===== config.mk =====
export PLATFORM = sky130hd
export DESIGN_NAME = riscv_multicycle_control_flat
export DESIGN_NICKNAME = d
export VERILOG_FILES = /design/src/rtl/riscv_multicycle_control_pkg.sv /design/src/rtl/riscv_multicycle_control_if.sv /design/src/rtl/riscv_multicycle_control_decode.sv /design/src/rtl/riscv_multicycle_control.sv /design/src/flat_wrapper.sv
export SDC_FILE = /design/constraint.sdc
export NUM_CORES = 1
export LEC_CHECK = 0
export BUFFER_PORTS_ARGS = -buffer_cell sky130_fd_sc_hd__buf_2
export CAP_MARGIN = 20
export CORE_ASPECT_RATIO = 0.9
export CORE_MARGIN = 4
export CORE_UTILIZATION = 30
export CTS_BUF_LIST = sky130_fd_sc_hd__clkbuf_8
export CTS_CLUSTER_SIZE = 30
export DETAILED_ROUTE_END_ITERATION = 16
export PLACE_DENSITY = 0.7
export SKIP_LAST_GASP = 1
export SLEW_MARGIN = 10
export SYNTH_ARGS = -nofsm -noshare
export SYNTH_HDL_FRONTEND = slang
export SYNTH_SLANG_ARGS = --single-unit

===== constraint.sdc =====
create_clock -name clk -period 3.77 [get_ports clk]
set_input_delay 0.1885 -clock clk [delete_from_list [all_inputs] [get_ports clk]]
set_output_delay 0.1885 -clock clk [all_outputs]
set_load 0.005 [all_outputs]

===== src/rtl/riscv_multicycle_control_pkg.sv =====
// Shared constants for the multicycle RISC-V control unit and its datapath.
// Holds opcode, funct3 and ALUCtrl encodings, plus the FSM state type.
package riscv_datapath_constants;

    // Opcodes
    localparam logic [6:0] OpR      = 7'b0110011;
    localparam logic [6:0] OpIAlu   = 7'b0010011;
    localparam logic [6:0] OpLoad   = 7'b0000011;
    localparam logic [6:0] OpStore  = 7'b0100011;
    localparam logic [6:0] OpBranch = 7'b1100011;

    // funct3 values
    localparam logic [2:0] F3AddSub = 3'b000;
    localparam logic [2:0] F3Sll    = 3'b001;
    localparam logic [2:0] F3Slt    = 3'b010;
    localparam logic [2:0] F3Xor    = 3'b100;
    localparam logic [2:0] F3Srl    = 3'b101;
    localparam logic [2:0] F3Or     = 3'b110;
    localparam logic [2:0] F3And    = 3'b111;
    localparam logic [2:0] F3Lw     = 3'b010;
    localparam logic [2:0] F3Sw     = 3'b010;
    localparam logic [2:0] F3Beq    = 3'b000;

    // funct7 value selecting sub/sra
    localparam logic [6:0] F7Alt = 7'b0100000;

    // ALUCtrl codes
    localparam logic [3:0] AluAnd = 4'b0000;
    localparam logic [3:0] AluOr  = 4'b0001;
    localparam logic [3:0] AluAdd = 4'b0010;
    localparam logic [3:0] AluSub = 4'b0110;
    localparam logic [3:0] AluLt  = 4'b0111;
    localparam logic [3:0] AluSrl = 4'b1000;
    localparam logic [3:0] AluSll = 4'b1001;
    localparam logic [3:0] AluSra = 4'b1010;
    localparam logic [3:0] AluXor = 4'b1101;

    typedef enum logic [2:0] {
        StIf  = 3'd0,
        StId  = 3'd1,
        StEx  = 3'd2,
        StMem = 3'd3,
        StWb  = 3'd4
    } state_t;

endpackage


===== src/rtl/riscv_multicycle_control_if.sv =====
// Control interface between the multicycle control unit and the datapath.
// master: control unit (consumes instruction/Zero, drives all strobes and state).
// slave:  datapath side (drives instruction/Zero, consumes strobes).
interface riscv_multicycle_control_if;
    logic [31:0] instruction;
    logic        Zero;
    logic        iMemRead;
    logic        ALUSrc;
    logic [3:0]  ALUCtrl;
    logic        MemRead;
    logic        MemWrite;
    logic        MemtoReg;
    logic        RegWrite;
    logic        PCSrc;
    logic        loadPC;
    logic        illegal_op;
    logic [2:0]  state;

    modport master (
        input  instruction, Zero,
        output iMemRead, ALUSrc, ALUCtrl, MemRead, MemWrite, MemtoReg,
               RegWrite, PCSrc, loadPC, illegal_op, state
    );

    modport slave (
        output instruction, Zero,
        input  iMemRead, ALUSrc, ALUCtrl, MemRead, MemWrite, MemtoReg,
               RegWrite, PCSrc, loadPC, illegal_op, state
    );
endinterface


===== src/rtl/riscv_multicycle_control_decode.sv =====
// Purely combinational instruction decode.
// Inputs:  opcode, funct3, funct7 fields of the instruction.
// Outputs: alu_ctrl, alu_src, mem_to_reg, pc_src, illegal_op, and class flags
//          is_load / is_store / writes_reg used by the top-level state gating.
module riscv_control_decode
    import riscv_datapath_constants::*;
(
    input  logic [6:0] opcode,
    input  logic [2:0] funct3,
    input  logic [6:0] funct7,
    output logic [3:0] alu_ctrl,
    output logic       alu_src,
    output logic       mem_to_reg,
    output logic       pc_src,
    output logic       illegal_op,
    output logic       is_load,
    output logic       is_store,
    output logic       writes_reg
);

    always_comb begin
        alu_ctrl   = AluAdd;
        alu_src    = 1'b0;
        mem_to_reg = 1'b0;
        pc_src     = 1'b0;
        illegal_op = 1'b0;
        is_load    = 1'b0;
        is_store   = 1'b0;
        writes_reg = 1'b0;

        case (opcode)
            OpR: begin
                writes_reg = 1'b1;
                case (funct3)
                    F3AddSub: alu_ctrl = funct7[5] ? AluSub : AluAdd;
                    F3Sll:    alu_ctrl = AluSll;
                    F3Slt:    alu_ctrl = AluLt;
                    F3Xor:    alu_ctrl = AluXor;
                    F3Srl:    alu_ctrl = funct7[5] ? AluSra : AluSrl;
                    F3Or:     alu_ctrl = AluOr;
                    F3And:    alu_ctrl = AluAnd;
                    default:  illegal_op = 1'b1;
                endcase
                // The alternate funct7 only exists for sub and sra.
                if (funct7 != 7'b0000000 &&
                    !(funct7 == F7Alt && (funct3 == F3AddSub || funct3 == F3Srl))) begin
                    illegal_op = 1'b1;
                end
            end
            OpIAlu: begin
                alu_src    = 1'b1;
                writes_reg = 1'b1;
                case (funct3)
                    F3AddSub: alu_ctrl = AluAdd;
                    F3Sll:    alu_ctrl = AluSll;
                    F3Slt:    alu_ctrl = AluLt;
                    F3Xor:    alu_ctrl = AluXor;
                    F3Srl:    alu_ctrl = funct7[5] ? AluSra : AluSrl;
                    F3Or:     alu_ctrl = AluOr;
                    F3And:    alu_ctrl = AluAnd;
                    default:  illegal_op = 1'b1;
                endcase
            end
            OpLoad: begin
                if (funct3 == F3Lw) begin
                    alu_src    = 1'b1;
                    mem_to_reg = 1'b1;
                    is_load    = 1'b1;
                    writes_reg = 1'b1;
                end else begin
                    illegal_op = 1'b1;
                end
            end
            OpStore: begin
                if (funct3 == F3Sw) begin
                    alu_src  = 1'b1;
                    is_store = 1'b1;
                end else begin
                    illegal_op = 1'b1;
                end
            end
            OpBranch: begin
                if (funct3 == F3Beq) begin
                    alu_ctrl = AluSub;
                    pc_src   = 1'b1;
                end else begin
                    illegal_op = 1'b1;
                end
            end
            default: illegal_op = 1'b1;
        endcase

        // Illegal instructions fall back to a harmless PC+4 with no side effects.
        if (illegal_op) begin
            alu_ctrl   = AluAdd;
            alu_src    = 1'b0;
            mem_to_reg = 1'b0;
            pc_src     = 1'b0;
            is_load    = 1'b0;
            is_store   = 1'b0;
            writes_reg = 1'b0;
        end
    end

endmodule


===== src/rtl/riscv_multicycle_control.sv =====
// Multicycle RISC-V control unit: fixed IF->ID->EX->MEM->WB sequence per
// instruction, state-gated memory/register/PC strobes, decode outputs passed
// straight through.
// Ports: clk, rst (synchronous, active-high); ctrl (master side of the control
// interface: instruction/Zero in, all control strobes and debug state out).
module riscv_multicycle_control
    import riscv_datapath_constants::*;
(
    input  logic                        clk,
    input  logic                        rst,
    riscv_multicycle_control_if.master  ctrl
);

    state_t state_q, state_d;
    logic   is_load, is_store, writes_reg;

    // Zero is consumed by the datapath's branch gating (loadPC & PCSrc & Zero).
    logic unused_zero;
    assign unused_zero = ctrl.Zero;

    riscv_control_decode u_decode (
        .opcode     (ctrl.instruction[6:0]),
        .funct3     (ctrl.instruction[14:12]),
        .funct7     (ctrl.instruction[31:25]),
        .alu_ctrl   (ctrl.ALUCtrl),
        .alu_src    (ctrl.ALUSrc),
        .mem_to_reg (ctrl.MemtoReg),
        .pc_src     (ctrl.PCSrc),
        .illegal_op (ctrl.illegal_op),
        .is_load    (is_load),
        .is_store   (is_store),
        .writes_reg (writes_reg)
    );

    always_ff @(posedge clk) begin
        if (rst) begin
            state_q <= StIf;
        end else begin
            state_q <= state_d;
        end
    end

    always_comb begin
        state_d = StIf;
        unique case (state_q)
            StIf:    state_d = StId;
            StId:    state_d = StEx;
            StEx:    state_d = StMem;
            StMem:   state_d = StWb;
            StWb:    state_d = StIf;
            default: state_d = StIf;
        endcase
    end

    // Strobes are masked by rst directly so a mid-instruction reset has no side effect.
    always_comb begin
        ctrl.iMemRead = 1'b0;
        ctrl.MemRead  = 1'b0;
        ctrl.MemWrite = 1'b0;
        ctrl.RegWrite = 1'b0;
        ctrl.loadPC   = 1'b0;
        if (!rst) begin
            ctrl.iMemRead = (state_q == StIf);
            ctrl.MemRead  = (state_q == StMem) && is_load;
            ctrl.MemWrite = (state_q == StMem) && is_store;
            ctrl.RegWrite = (state_q == StWb) && writes_reg;
            ctrl.loadPC   = (state_q == StWb);
        end
    end

    assign ctrl.state = state_q;

endmodule


===== src/flat_wrapper.sv =====
// flat-port wrapper written by rule: the top's interface ports become plain ports
module riscv_multicycle_control_flat import riscv_datapath_constants::*;
  (clk, rst, ctrl_instruction, ctrl_Zero, ctrl_iMemRead, ctrl_ALUSrc, ctrl_ALUCtrl, ctrl_MemRead, ctrl_MemWrite, ctrl_MemtoReg, ctrl_RegWrite, ctrl_PCSrc, ctrl_loadPC, ctrl_illegal_op, ctrl_state);
  riscv_multicycle_control_if ctrl_i ();
  input  logic clk;
  input  logic rst;
  input wire logic [$bits(ctrl_i.instruction)-1:0] ctrl_instruction;
  input wire logic [$bits(ctrl_i.Zero)-1:0] ctrl_Zero;
  output wire logic [$bits(ctrl_i.iMemRead)-1:0] ctrl_iMemRead;
  output wire logic [$bits(ctrl_i.ALUSrc)-1:0] ctrl_ALUSrc;
  output wire logic [$bits(ctrl_i.ALUCtrl)-1:0] ctrl_ALUCtrl;
  output wire logic [$bits(ctrl_i.MemRead)-1:0] ctrl_MemRead;
  output wire logic [$bits(ctrl_i.MemWrite)-1:0] ctrl_MemWrite;
  output wire logic [$bits(ctrl_i.MemtoReg)-1:0] ctrl_MemtoReg;
  output wire logic [$bits(ctrl_i.RegWrite)-1:0] ctrl_RegWrite;
  output wire logic [$bits(ctrl_i.PCSrc)-1:0] ctrl_PCSrc;
  output wire logic [$bits(ctrl_i.loadPC)-1:0] ctrl_loadPC;
  output wire logic [$bits(ctrl_i.illegal_op)-1:0] ctrl_illegal_op;
  output wire logic [$bits(ctrl_i.state)-1:0] ctrl_state;
  assign ctrl_i.instruction = ctrl_instruction;
  assign ctrl_i.Zero = ctrl_Zero;
  assign ctrl_iMemRead = ctrl_i.iMemRead;
  assign ctrl_ALUSrc = ctrl_i.ALUSrc;
  assign ctrl_ALUCtrl = ctrl_i.ALUCtrl;
  assign ctrl_MemRead = ctrl_i.MemRead;
  assign ctrl_MemWrite = ctrl_i.MemWrite;
  assign ctrl_MemtoReg = ctrl_i.MemtoReg;
  assign ctrl_RegWrite = ctrl_i.RegWrite;
  assign ctrl_PCSrc = ctrl_i.PCSrc;
  assign ctrl_loadPC = ctrl_i.loadPC;
  assign ctrl_illegal_op = ctrl_i.illegal_op;
  assign ctrl_state = ctrl_i.state;
  riscv_multicycle_control u_core (.clk(clk), .rst(rst), .ctrl(ctrl_i));
endmodule

# Word-level counts from Yosys, hierarchy flattened
# Cells that the tools add are included.
word_totals:
  reg_bits: 3
  input_bits: 35
  output_inout_bits: 16
  wordCells: 60
classes:
  eq_ne: 16
  n_mux: 30
  reduce_logical: 13
ops:
  columns: ["operator", "n"]
  rows:
  - ["$pmux W4 S7", 1]
  - ["$pmux W4 S6", 1]
  - ["$eq A7 B6 Y1 const B", 3]
  - ["$mux W1", 19]
  - ["$eq A3 B3 Y1 const B", 5]
  - ["$pmux W3 S4", 1]
  - ["$pmux W4 S3", 1]
  - ["$eq A3 B2 Y1 const B", 3]
  - ["$eq A7 B2 Y1 const B", 1]
  - ["$eq A7 B5 Y1 const B", 1]
  - ["$eq A7 B7 Y1 const B", 1]
  - ["$reduce_bool A7 Y1", 1]
  - ["$reduce_or A7 Y1", 1]
  - ["$eq A3 B1 Y1 const B", 2]
  - ["$logic_not A3 Y1", 2]
  - ["$mux W3", 2]
  - ["$logic_and A1 B1 Y1", 5]
  - ["$mux W4", 1]
  - ["$pmux W1 S2", 2]
  - ["$pmux W1 S4", 1]
  - ["$reduce_or A2 Y1", 2]
  - ["$mux W2", 1]
  - ["$logic_not A1 Y1", 1]
  - ["$logic_or A1 B1 Y1", 1]

# Logic depth before layout (Yosys ltp)
depth:
  word_depth: 10
  mapped_depth: 7
  ltp_nobuf: 6

# By module
# Synthesis repeated with hierarchy kept, for this count alone.
unflattened:
  hier_cells: 75
  area_unflattened_um2: 569.3
modules_own_cells:
  columns: ["mod", "instances", "cells_each", "area_each_um2", "seq_area_each_um2"]
  rows:
  - ["riscv_control_decode", 1, 63, 437.9, 0.0]
  - ["riscv_multicycle_control", 1, 12, 131.4, 60.1]

# Worst setup path after synthesis
# OpenSTA, ideal clock, no wires.
synth_timing:
  kind: "in2out"
  start: "input ctrl_instruction[14]"
  end: "output ctrl_ALUCtrl[1]"
  arrival_time_ns: 1.684
  t_required_ns: 3.582
  path_slack_ns: 1.898
  cell_stages: 7
  n_path_buf: 1
  path_cell_list: "clkbuf_1 -> inv_1 -> ha_1 -> inv_1 -> a2111oi_0 -> a2111o_1 -> or3_1"
synth_between:
  elab_chain_cells: 8
  word_cells_on_any_way: 21
synth_lines:
  columns: ["item", "line", "rtl"]
  rows:
  - ["from (decl)", "flat_wrapper.sv:7", "input wire logic [$bits(ctrl_i.instruction)-1:0] ctrl_instruction;"]
  - ["branches (longest 7 deep; another with $reduce_or A7 Y1)", null, null]
  - ["$mux W4 *", "riscv_multicycle_control_decode.sv:94", "if (illegal_op) begin"]
  - ["to (decl)", "flat_wrapper.sv:11", "output wire logic [$bits(ctrl_i.ALUCtrl)-1:0] ctrl_ALUCtrl;"]
# Every way passes the cells marked *.

# Final worst setup path
layout_timing:
  start: "input ctrl_instruction[12]"
  end: "output ctrl_ALUCtrl[1]"
# Same word-level chain as after synthesis.

==> impl_metrics.prom <==
# TYPE chip_impl_metric gauge
chip_impl_info{name="post_synth_most_frequent_cells",value="sky130_fd_sc_hd__nor3_1, sky130_fd_sc_hd__nor2_1, sky130_fd_sc_hd__inv_1, sky130_fd_sc_hd__nor4_1, sky130_fd_sc_hd__a21oi_1"} 1
chip_impl_metric{name="post_route_cells_drive_above_1_share",unit="%"} 39.22
chip_impl_metric{name="via_count_of_the_first_global_routing_pass",unit=""} 522
chip_impl_info{name="ys.flop_type",value="sky130_fd_sc_hd__dfxtp_1"} 1
chip_impl_metric{name="slew-limit-headroom",unit="%"} 54.88
chip_impl_metric{name="setup_total_negative_slack",unit="ps"} 0
chip_impl_metric{name="tightest_slew",unit="ps"} 675.5
chip_impl_info{name="holdCritPathClass",value="in -> reg"} 1
chip_impl_info{name="end_kind",value="output pin"} 1
chip_impl_metric{name="areaGrowthSynthToFinish",unit="%"} 46.41
chip_impl_metric{name="reg2regPathDepth",unit=""} 2
chip_impl_metric{name="cp_num_cells",unit=""} 8
chip_impl_info{name="tritoncts",value="built"} 1
chip_impl_metric{name="fp.coreArea",unit="um^2"} 1496
chip_impl_metric{name="reg2reg_slack",unit="ps"} 3040
chip_impl_info{name="timing.critical_path.from",value="ctrl_instruction[12]"} 1
chip_impl_metric{name="antenna_violation_net_count_after_detailed_routing",unit=""} 0
chip_impl_info{name="setup_repair_after_global_routing_missed_its_margin",value="false"} 1
chip_impl_info{name="yosysMostFrequentCell",value="sky130_fd_sc_hd__nor3_1"} 1
chip_impl_metric{name="floorplan.rows",unit=""} 13
chip_impl_metric{name="max_ffs_per_register",unit=""} 3
chip_impl_metric{name="netlist.area_leader.share",unit="%"} 12.31
chip_impl_metric{name="layout_worst_path_cycle_share",unit="%"} 55.39
chip_impl_metric{name="die_area",unit="um^2"} 2337
chip_impl_metric{name="final_core_util",unit="%"} 47.74
chip_impl_metric{name="seq_area_frac_synth",unit="%"} 12.31
chip_impl_metric{name="post-cts-setup-buffers",unit=""} 0
chip_impl_metric{name="synth.distinct_cells",unit=""} 34
chip_impl_metric{name="post_drt_via_cell_ratio",unit=""} 5.185
chip_impl_metric{name="ios",unit=""} 51
chip_impl_info{name="start_kind",value="primary input"} 1
chip_impl_metric{name="grt_remaining_overflow",unit=""} 0
chip_impl_metric{name="yosys_register_bits",unit=""} 3
chip_impl_metric{name="num_antenna_cells",unit=""} 0
chip_impl_info{name="crit-reg2reg-capture",value="u_core.ctrl.state[1]$_SDFF_PP0_"} 1
chip_impl_metric{name="drtIter0Drc",unit=""} 16
chip_impl_metric{name="final_net_count",unit=""} 140
chip_impl_metric{name="start_util",unit="%"} 32.61
chip_impl_metric{name="cts.sinks",unit=""} 3
chip_impl_metric{name="grt_first_pass_wirelength",unit="um"} 2456
chip_impl_info{name="timing.critical_path.cells",value="buf_2, inv_1, ha_1, inv_1, a2111oi_0, a2111o_1, or3_1, buf_2"} 1
chip_impl_metric{name="critical_path.n_buffers_inverters",unit=""} 4
chip_impl_metric{name="drcViolationCount",unit=""} 0
chip_impl_metric{name="fp.dieH",unit="um"} 46.26
chip_impl_metric{name="setup_viol_count_final",unit=""} 0
chip_impl_metric{name="multiInputGateArea",unit="um^2"} 392.9
chip_impl_metric{name="synth.avg_cell_area",unit="um^2"} 7.176
chip_impl_metric{name="critical-path-max-stage-delay",unit="ps"} 460
chip_impl_metric{name="cp_max_fo",unit=""} 11
chip_impl_metric{name="cts_max_level",unit=""} 1
chip_impl_metric{name="finalClockSkew",unit="ps"} 0.1656
chip_impl_metric{name="post_drt_wl_per_cell",unit="um"} 12.05
chip_impl_metric{name="vias",unit=""} 643
chip_impl_metric{name="drt-total-wl",unit="um"} 1494
chip_impl_info{name="slowest_stage",value="sky130_fd_sc_hd__a2111o_1"} 1
chip_impl_metric{name="vdd_ir_drop_max",unit="uV"} 162.6
chip_impl_metric{name="synthCells",unit=""} 68
chip_impl_metric{name="grt_start_max_net_pins",unit=""} 15
chip_impl_metric{name="grt_antenna_before_repair",unit=""} 0
chip_impl_info{name="run_status",value="complete, no violations"} 1
chip_impl_metric{name="mappedNetlistArea",unit="um^2"} 488.0
chip_impl_metric{name="power.density",unit="nW/um^2"} 244.5
chip_impl_info{name="clk_root_buffer_cell",value="sky130_fd_sc_hd__clkbuf_8"} 1
chip_impl_metric{name="report.final.slew_viol_count",unit=""} 0
chip_impl_metric{name="clkLatencyLatePin",unit="ps"} 220
chip_impl_metric{name="power.total",unit="uW"} 174.7
chip_impl_metric{name="number_of_nets_in_the_synthesized_netlist",unit=""} 105
chip_impl_metric{name="clk_pin_slew_worst_paths",unit="ps"} 30
chip_impl_metric{name="synth-async-reset-ratio",unit="%"} 0
chip_impl_metric{name="clockBufferDepth",unit=""} 2
chip_impl_metric{name="gp_congestion",unit=""} 0.7344
chip_impl_metric{name="first_pass_iters",unit=""} 4
chip_impl_metric{name="critical_path_arrival",unit="ps"} 1900
chip_impl_metric{name="max-cap-violations",unit=""} 0
chip_impl_metric{name="fill_cells",unit=""} 168
chip_impl_metric{name="power_leakage",unit="uW"} 0.0003217
chip_impl_metric{name="io_buffers",unit=""} 34
chip_impl_metric{name="cts-hold-fix-buffers",unit=""} 0
chip_impl_info{name="cp_top_family",value="buffers and inverters"} 1
chip_impl_info{name="synth_area_leader_cell",value="sky130_fd_sc_hd__dfxtp_1"} 1
chip_impl_metric{name="numCtsBuffers",unit=""} 3
chip_impl_info{name="timing.critical_path.to",value="ctrl_ALUCtrl[1]"} 1
chip_impl_metric{name="final-seq-area",unit="um^2"} 60.06
chip_impl_info{name="r2r-start",value="u_core.ctrl.state[0]$_SDFF_PP0_"} 1
chip_impl_info{name="worstSetupPathType",value="in -> out"} 1
chip_impl_metric{name="detail_placement_hpwl",unit="um"} 1179
chip_impl_metric{name="final.min_clock_period",unit="ps"} 2088
chip_impl_metric{name="hold_viol",unit=""} 0
chip_impl_metric{name="grt_use_total",unit="%"} 14.16
chip_impl_metric{name="synth.yosys.warnings",unit=""} 0
chip_impl_metric{name="post_cts_resize_count",unit=""} 0
chip_impl_metric{name="die_width",unit="um"} 50.51
chip_impl_metric{name="timing.critical_path.required",unit="ps"} 3580
chip_impl_info{name="post_synth_main_area_contributors",value="sky130_fd_sc_hd__dfxtp_1, sky130_fd_sc_hd__nor3_1, sky130_fd_sc_hd__nor4_1"} 1
chip_impl_metric{name="clock.fmax",unit="MHz"} 478.8
chip_impl_metric{name="synth-edff-count",unit=""} 0
## per-stage QoR
stage               cell area, um^2  setup WS [ps]  hold WS (ps)  cells
CTS                           714.4           1668         187.9    124
global placement              669.4           1700         407.3    120
finish                        714.4           1682         197.2    124
global route                  714.4           1525         204.9    124
floorplan                     488.0           1898         259.6     68
detailed placement            669.4           1675         413.5    120
## final cells by class
cell class	instances	share of cell area [%]
multi-input combinational	56	54.99
timing repair buffer	34	23.82
sequential	3	8.406
clock buffer	3	5.779
tap	22	3.853
inverter	5	2.627
clock inverter	1	0.5254
## worst register-to-register path: cells and delay by family (launching register included)
kind,cells,cell delay [ps]
AND/OR/NAND/NOR,1,60
flip-flops,1,410
XOR/XNOR,1,150
## per-layer routing
metal | share of wire (%) | wire length (um) | global-route usage [%]
met3 | 10 | 154 | 5.502
met5 | 0 | 0 | 0
met1 | 43 | 642 | 16.89
met2 | 45 | 673 | 22.66
met4 | 1.5 | 23 | 6.452
## worst min path at each step
stage	startpoint	end	slack, ps	cells past startpoint
3_3_place_gp	rst	u_core.ctrl.state[0]$_SDFF_PP0_	410	2
3_5_place_dp	rst	u_core.ctrl.state[0]$_SDFF_PP0_	410	2
4_1_cts	rst	u_core.ctrl.state[1]$_SDFF_PP0_	190	2
2_1_floorplan	rst	u_core.ctrl.state[0]$_SDFF_PP0_	260	1
6_report	rst	u_core.ctrl.state[0]$_SDFF_PP0_	200	2
5_1_grt	rst	u_core.ctrl.state[1]$_SDFF_PP0_	200	2
## kinds of logic (layout without fill, tap and decap cells)
kind of cell             after synthesis  in the layout  synth area share [%]
buffers and inverters                  9             43                 7.179
flip-flops                             3              3                 12.31
XOR/XNOR                               4              4                 7.181
AO/OA/AOI/OAI                         15             15                 24.10
AND/OR/NAND/NOR                       35             35                 44.11
adder cells (fa/ha/maj)                2              2                 5.127
## report_power, final
group | switching, uW | internal [uW]
sequential | 3.79 | 34.8
combinational | 24.8 | 20.7
clock | 21.4 | 69.3
## placed cells by master, fill, tap and decap left out, drive strengths merged, types with 2 or more instances in the layout
master    n
a2111o    2
a2111oi   3
ha        2
a21oi     4
nor2      6
xnor2     2
nor3      9
dfxtp     3
xor2      2
nand2b    2
inv       6
clkbuf    3
o21ai     2
nor4      6
or2       2
buf      34
No activity file was read; power rests on OpenSTA's default activity.
